File: config.mk
export PLATFORM = sky130hd
export DESIGN_NAME = decode_stage
export DESIGN_NICKNAME = d
export VERILOG_FILES = /design/src/rtl/decode_stage.sv
export SDC_FILE = /design/constraint.sdc
export NUM_CORES = 1
export LEC_CHECK = 0
export CAP_MARGIN = 20
export CELL_PAD_IN_SITES_DETAIL_PLACEMENT = 0
export CELL_PAD_IN_SITES_GLOBAL_PLACEMENT = 1
export CORE_UTILIZATION = 34
export DETAILED_ROUTE_END_ITERATION = 10
export PLACE_DENSITY = 0.84
export RECOVER_POWER = 25
export SLEW_MARGIN = 20
export SYNTH_ARGS = -nofsm -noshare
export SYNTH_HDL_FRONTEND = slang
export SYNTH_SLANG_ARGS = --single-unit
export TNS_END_PERCENT = 10
File: constraint.sdc
create_clock -name clk -period 5.4 [get_ports clk]
set_input_delay 0.81 -clock clk [delete_from_list [all_inputs] [get_ports clk]]
set_output_delay 0.81 -clock clk [all_outputs]
set_load 0.1 [all_outputs]
File: src/rtl/decode_stage.sv
// rtl/decode_stage.sv - one-entry registered RV32 decode stage with load-use interlock
`ifndef DECODE_STAGE_DEFINES
`define DECODE_STAGE_DEFINES
`define ADD       6'd0
`define SUB       6'd1
`define SLL       6'd2
`define SLT       6'd3
`define SLTU      6'd4
`define XOR       6'd5
`define SRL       6'd6
`define SRA       6'd7
`define OR        6'd8
`define AND       6'd9
`define MUL       6'd10
`define BEQ       6'd16
`define BNE       6'd17
`define BLT       6'd18
`define BGE       6'd19
`define BLTU      6'd20
`define BGEU      6'd21
`define JAL       6'd22
`define DEFAULT   6'd63
`define SIZE_BYTE 2'd0
`define SIZE_HWORD 2'd1
`define SIZE_WORD 2'd2
`endif

module decode_stage #(
    parameter int XLEN      = 32,
    parameter int ENABLE_M  = 1,
    parameter int HAZARD_EN = 1
) (
    input  logic            clk,
    input  logic            rst_n,
    input  logic            in_valid,
    output logic            in_ready,
    input  logic [31:0]     in_instr,
    input  logic [XLEN-1:0] in_pc,
    input  logic            flush,
    output logic            out_valid,
    input  logic            out_ready,
    output logic [XLEN-1:0] out_pc,
    output logic [4:0]      out_rd,
    output logic [4:0]      out_rs1,
    output logic [4:0]      out_rs2,
    output logic            out_wEn,
    output logic [1:0]      out_op_A_sel,
    output logic            out_op_B_sel,
    output logic [5:0]      out_ALU_Control,
    output logic            out_branch_op,
    output logic            out_mem_wEn,
    output logic [1:0]      out_MemSize,
    output logic            out_load_extend_sign,
    output logic            out_wb_sel,
    output logic            out_illegal
);

    localparam logic [6:0] OPC_R      = 7'b0110011;
    localparam logic [6:0] OPC_I      = 7'b0010011;
    localparam logic [6:0] OPC_LOAD   = 7'b0000011;
    localparam logic [6:0] OPC_STORE  = 7'b0100011;
    localparam logic [6:0] OPC_BRANCH = 7'b1100011;
    localparam logic [6:0] OPC_JAL    = 7'b1101111;
    localparam logic [6:0] OPC_JALR   = 7'b1100111;
    localparam logic [6:0] OPC_AUIPC  = 7'b0010111;
    localparam logic [6:0] OPC_LUI    = 7'b0110111;

    // Whole output register kept as one word so bubbles, flushes and reset share one safe value
    localparam int PW = XLEN + 33;
    localparam logic [PW-1:0] SAFE_WORD = {1'b0, {XLEN{1'b0}}, 15'd0, 1'b1, 2'b00, 1'b0,
                                           `DEFAULT, 1'b0, 1'b1, `SIZE_BYTE, 1'b0, 1'b0, 1'b0};

    logic [6:0] opcode;
    logic [2:0] funct3;
    logic [6:0] funct7;
    logic [4:0] rd, rs1, rs2;

    assign opcode = in_instr[6:0];
    assign rd     = in_instr[11:7];
    assign funct3 = in_instr[14:12];
    assign rs1    = in_instr[19:15];
    assign rs2    = in_instr[24:20];
    assign funct7 = in_instr[31:25];

    logic       d_wEn, d_b, d_br, d_mwEn, d_sign, d_wb, d_ill;
    logic [1:0] d_a, d_size;
    logic [5:0] d_alu;

    // Opcode/funct decode into control fields; illegal encodings collapse to safe controls
    always_comb begin
        d_wEn  = 1'b1;
        d_a    = 2'b00;
        d_b    = 1'b0;
        d_alu  = `DEFAULT;
        d_br   = 1'b0;
        d_mwEn = 1'b1;
        d_size = `SIZE_BYTE;
        d_sign = 1'b0;
        d_wb   = 1'b0;
        d_ill  = 1'b0;
        case (opcode)
            OPC_R: begin
                d_wEn = 1'b0;
                case (funct7)
                    7'b0000000: begin
                        case (funct3)
                            3'b000:  d_alu = `ADD;
                            3'b001:  d_alu = `SLL;
                            3'b010:  d_alu = `SLT;
                            3'b011:  d_alu = `SLTU;
                            3'b100:  d_alu = `XOR;
                            3'b101:  d_alu = `SRL;
                            3'b110:  d_alu = `OR;
                            default: d_alu = `AND;
                        endcase
                    end
                    7'b0100000: begin
                        if (funct3 == 3'b000)      d_alu = `SUB;
                        else if (funct3 == 3'b101) d_alu = `SRA;
                        else                       d_ill = 1'b1;
                    end
                    7'b0000001: begin
                        if ((ENABLE_M != 0) && (funct3 == 3'b000)) d_alu = `MUL;
                        else                                       d_ill = 1'b1;
                    end
                    default: d_ill = 1'b1;
                endcase
            end
            OPC_I: begin
                d_wEn = 1'b0;
                d_b   = 1'b1;
                case (funct3)
                    3'b000:  d_alu = `ADD;
                    3'b010:  d_alu = `SLT;
                    3'b011:  d_alu = `SLTU;
                    3'b100:  d_alu = `XOR;
                    3'b110:  d_alu = `OR;
                    3'b111:  d_alu = `AND;
                    3'b001: begin
                        if (funct7 == 7'b0000000) d_alu = `SLL;
                        else                      d_ill = 1'b1;
                    end
                    default: begin
                        if (funct7 == 7'b0000000)      d_alu = `SRL;
                        else if (funct7 == 7'b0100000) d_alu = `SRA;
                        else                           d_ill = 1'b1;
                    end
                endcase
            end
            OPC_LOAD: begin
                d_wEn = 1'b0;
                d_b   = 1'b1;
                d_wb  = 1'b1;
                d_alu = `ADD;
                case (funct3)
                    3'b000:  begin d_size = `SIZE_BYTE;  d_sign = 1'b1; end
                    3'b001:  begin d_size = `SIZE_HWORD; d_sign = 1'b1; end
                    3'b010:  begin d_size = `SIZE_WORD;  d_sign = 1'b1; end
                    3'b100:  d_size = `SIZE_BYTE;
                    3'b101:  d_size = `SIZE_HWORD;
                    default: d_ill = 1'b1;
                endcase
            end
            OPC_STORE: begin
                d_mwEn = 1'b0;
                d_b    = 1'b1;
                d_alu  = `ADD;
                case (funct3)
                    3'b000:  d_size = `SIZE_BYTE;
                    3'b001:  d_size = `SIZE_HWORD;
                    3'b010:  d_size = `SIZE_WORD;
                    default: d_ill = 1'b1;
                endcase
            end
            OPC_BRANCH: begin
                d_br = 1'b1;
                case (funct3)
                    3'b000:  d_alu = `BEQ;
                    3'b001:  d_alu = `BNE;
                    3'b100:  d_alu = `BLT;
                    3'b101:  d_alu = `BGE;
                    3'b110:  d_alu = `BLTU;
                    3'b111:  d_alu = `BGEU;
                    default: d_ill = 1'b1;
                endcase
            end
            OPC_JAL: begin
                d_wEn = 1'b0;
                d_a   = 2'b10;
                d_alu = `JAL;
            end
            OPC_JALR: begin
                d_wEn = 1'b0;
                d_a   = 2'b10;
                d_b   = 1'b1;
                d_alu = `JAL;
            end
            OPC_AUIPC: begin
                d_wEn = 1'b0;
                d_a   = 2'b01;
                d_b   = 1'b1;
                d_alu = `ADD;
            end
            OPC_LUI: begin
                d_wEn = 1'b0;
                d_a   = 2'b11;
                d_b   = 1'b1;
                d_alu = `ADD;
            end
            default: d_ill = 1'b1;
        endcase
        if (d_ill) begin
            d_wEn  = 1'b1;
            d_a    = 2'b00;
            d_b    = 1'b0;
            d_alu  = `DEFAULT;
            d_br   = 1'b0;
            d_mwEn = 1'b1;
            d_size = `SIZE_BYTE;
            d_sign = 1'b0;
            d_wb   = 1'b0;
        end
    end

    logic use_rs1, use_rs2, stall;

    // Which source registers the incoming opcode actually reads
    always_comb begin
        use_rs1 = (opcode == OPC_R) || (opcode == OPC_I) || (opcode == OPC_LOAD) ||
                  (opcode == OPC_STORE) || (opcode == OPC_BRANCH) || (opcode == OPC_JALR);
        use_rs2 = (opcode == OPC_R) || (opcode == OPC_STORE) || (opcode == OPC_BRANCH);
    end

    // Load in the output register whose rd feeds the incoming instruction; out_rd != 0 keeps x0 out
    assign stall = (HAZARD_EN != 0) && out_valid && out_wb_sel && (out_rd != 5'd0) && in_valid &&
                   ((use_rs1 && (rs1 == out_rd)) || (use_rs2 && (rs2 == out_rd)));

    assign in_ready = (!out_valid || out_ready) && !stall && !flush;

    logic [PW-1:0] out_q, dec_word;
    logic          in_fire, slot_free;

    assign in_fire   = in_valid && in_ready;
    assign slot_free = !out_valid || out_ready;
    assign dec_word  = {1'b1, in_pc, rd, rs1, rs2, d_wEn, d_a, d_b, d_alu, d_br, d_mwEn,
                        d_size, d_sign, d_wb, d_ill};

    assign {out_valid, out_pc, out_rd, out_rs1, out_rs2, out_wEn, out_op_A_sel, out_op_B_sel,
            out_ALU_Control, out_branch_op, out_mem_wEn, out_MemSize, out_load_extend_sign,
            out_wb_sel, out_illegal} = out_q;

    // Output register: flush kills, accepted input loads, a free slot with nothing accepted takes a bubble
    always_ff @(posedge clk or negedge rst_n) begin
        if (!rst_n) begin
            out_q <= SAFE_WORD;
        end else if (flush) begin
            out_q <= SAFE_WORD;
        end else if (in_fire) begin
            out_q <= dec_word;
        end else if (slot_free) begin
            out_q <= SAFE_WORD;
        end
    end

endmodule

==> run_results.csv <==
group,metric,value,unit
yosys,postSynthNetCount,355,
final_layout,layout-drive-gt1-share,8.33,%
run_status,outcome,"complete, but fails checks",
clock_network,path_clk_slew,0.07,ns
final_layout,layout_commonest_cell,"clkdlybuf4s50_1",
sta,period_share,72.1,%
sta,fmax,257,MHz
detailed_routing,viasPerCell,5.39,
clock_network,cts_buffer_depth,2,
clock_network,numCtsBuffers,9,
sta,rsz0062_at_grt,"false",
clock_network,htreeDepth,3,
detailed_routing,vias,2846,
grt,grt_pass1_wl,14.7,mm
final_layout,insertedDiodeCount,0,
place,place_congestion,0.894,
grt,overflow,0,
sta,slew_viol_final,66,
final_layout,top_regs,"out_q: 65 flops",
floorplanning,initial_utilization,35.2,%
pwr,power_leakage,1.98,nW
grt,grt_use_total,19.5,%
floorplanning,die_area,9420,um2
detailed_routing,detail-route-antenna-nets,0,
clock_network,cts_sinks,65,
final_layout,largest_register,"out_q",
sta,min_period,3.90,ns
worst_setup_path,crit_chain,"clkdlybuf4s50_1, nand3b_1, o21ai_0, nand4_1, a21oi_1, a21boi_0, buf_4",
worst_setup_path,critPathKind,"primary input to output pin",
yosys,syn_inst,286,
worst_setup_path,slowest_delay,0.88,ns
yosys,synthDistinctLibCells,46,
worst_setup_path,worstSetupEndpointType,"output pin",
run,max_cap_viol_count,1,
sta,finalSetupTns,0,ns
worst_setup_path,crit_slowest_cell,"clkdlybuf4s50_1",
yosys,synth_top_area_share,46.4,%
yosys,yosysWarnings,0,
grt,grt_pass1_vias,2939,
yosys,synthArstFlopShare,100,%
clock_network,post_cts_buffers,0,
place,hpwl,6.39,mm
yosys,synth_area_leaders,"dfrtp_1 46%, a22o_1 15%, dfstp_2 6.8%, xor2_1 2.9%, nor2_1 2.8%",
grt,grt_max_degree,66,
clock_network,cts_hold_buf,0,
sta,maxSlewHeadroom,-126,%
clock_network,clk_latency,0.34,ns
pwr,powerDensity,267,nW/um2
worst_setup_path,worstSetupStartpointType,"primary input",
sta,skew,0.0101,ns
final_layout,final_core_util,54.2,%
detailed_routing,wl_per_cell,16.8,um
pwr,ir_worst_vdd,142,uV
worst_setup_path,required,4.59,ns
clock_network,post_cts_resized,0,
floorplanning,pin_count,135,
detailed_routing,totalWireLength,8.85,mm
final_layout,fin_area,4730,um2
place,dpl_cell_area,4500,um2
sta,whs,0.503,ns
clock_network,cts_tree,"done",
clock_network,cts_root_buf,"clkbuf_8",
sta,tightest_slew,3.39,ns
hold_path,hp-class,"flip-flop to flip-flop",
yosys,synth_area,3070,um2
floorplanning,die_h,97.1,um
detailed_routing,detail_route.iter0.violations,169,
sta,hold_viol,0,
yosys,ys_seq_area_share,53.3,%
floorplanning,rows,34,
sta,setup_viol,0,
grt,antenna_found_initial,0,
floorplanning,die_w,97.1,um
detailed_routing,dr.pass1.iters,4,
final_layout,final_cell_mix,"132 x clkdlybuf4s50_1, 57 x dfrtp_1, 53 x a22o_1, 22 x nor2_1, 16 x a21oi_1",
place,io_buffers,134,
final_layout,largest_register_ffs,65,
worst_setup_path,cp_data_arrival_time,3.09,ns
detailed_routing,drc_errors,0,
final_layout,syn_to_final_growth,53.9,%
floorplanning,core_area,8720,um2
yosys,synthFlopType,"dfrtp_1",
yosys,ys_seq_elements,65,
yosys,synth_largest_area_cell,"dfrtp_1",
yosys,synth_edf_count,0,
yosys,avgSynthCellArea,10.7,um2
worst_setup_path,crit_fanout,18,
final_layout,layout.nets,484,
run_status,violations,"capacitance limit, slew limit",
==> path summary, 6_finish.rpt <==
check,start,end,slack (ns),cells after the start
worst max-delay path,in_instr[5],in_ready,1.50,7
worst min-delay path,out_q[3],out_q[3],0.50,1
worst max register to register,out_q[29],out_q[4],2.92,5
worst min register to register,out_q[3],out_q[3],0.50,1
max in group asynchronous,rst_n,out_q[35],1.78,2
min in group asynchronous,rst_n,out_q[60],1.71,2
==> worst max-delay path: cells and delay by family <==
kind | cells | cell delay [ns]
simple gates | 2 | 0.43
compound gates | 3 | 0.70
buf+inv | 2 | 1.14
==> cell type report <==
type | count | area (um2)
Timing Repair Buffer | 138 | 1380
Sequential cell | 65 | 1640
Multi-Input combinational cell | 195 | 1350
Clock inverter | 6 | 67.6
Fill cell | 791 | 3990
Tap cell | 108 | 135
Clock buffer | 10 | 138
Inverter | 6 | 22.5
==> logic make-up (layout without fill, tap and decap cells) <==
group / after synthesis / in the layout / synth area share, %
xor+xnor: 11 / 11 / 3.14
simple gates: 77 / 77 / 13.4
buf+inv: 26 / 160 / 3.26
compound gates: 107 / 107 / 27.0
flops: 65 / 65 / 53.3
==> where the power goes <==
part           leakage, nW  switching [W]  internal [W]  total [W]
Clock               0.0985       0.000195      0.000226   0.000421
Sequential           0.856      0.0000130      0.000506   0.000519
Combinational         1.02       0.000218      0.000105   0.000323
==> synthesized netlist by cell type, types with 6 or more instances <==
cell type  instances
inv_1              6
nor2_1            23
xor2_1            10
nor3_1             6
a22o_1            53
clkbuf_1          16
dfrtp_1           57
o21ai_0            9
nand2_1           13
dfstp_2            8
a31oi_1            6
a21oi_1           16
nand2b_1           7
==> through the flow <==
stage / power [W] / setup WS (ns) / std cells
floorplan: 0.000728 / 0.704 / 286
global placement: 0.000848 / 1.55 / 511
detailed placement: 0.000850 / 1.51 / 511
CTS: 0.00128 / 1.52 / 527
global route: 0.00131 / 0.982 / 528
finish: 0.00126 / 1.50 / 528
==> layer usage <==
metal	GRT usage, %	vias up	routed length, um
li1	-	1339	-
met1	25.7	1386	3980
met2	30.3	100	4140
met3	4.60	21	463
met4	9.53	0	266
met5	0	-	0
No activity file was read; power rests on OpenSTA's default activity.
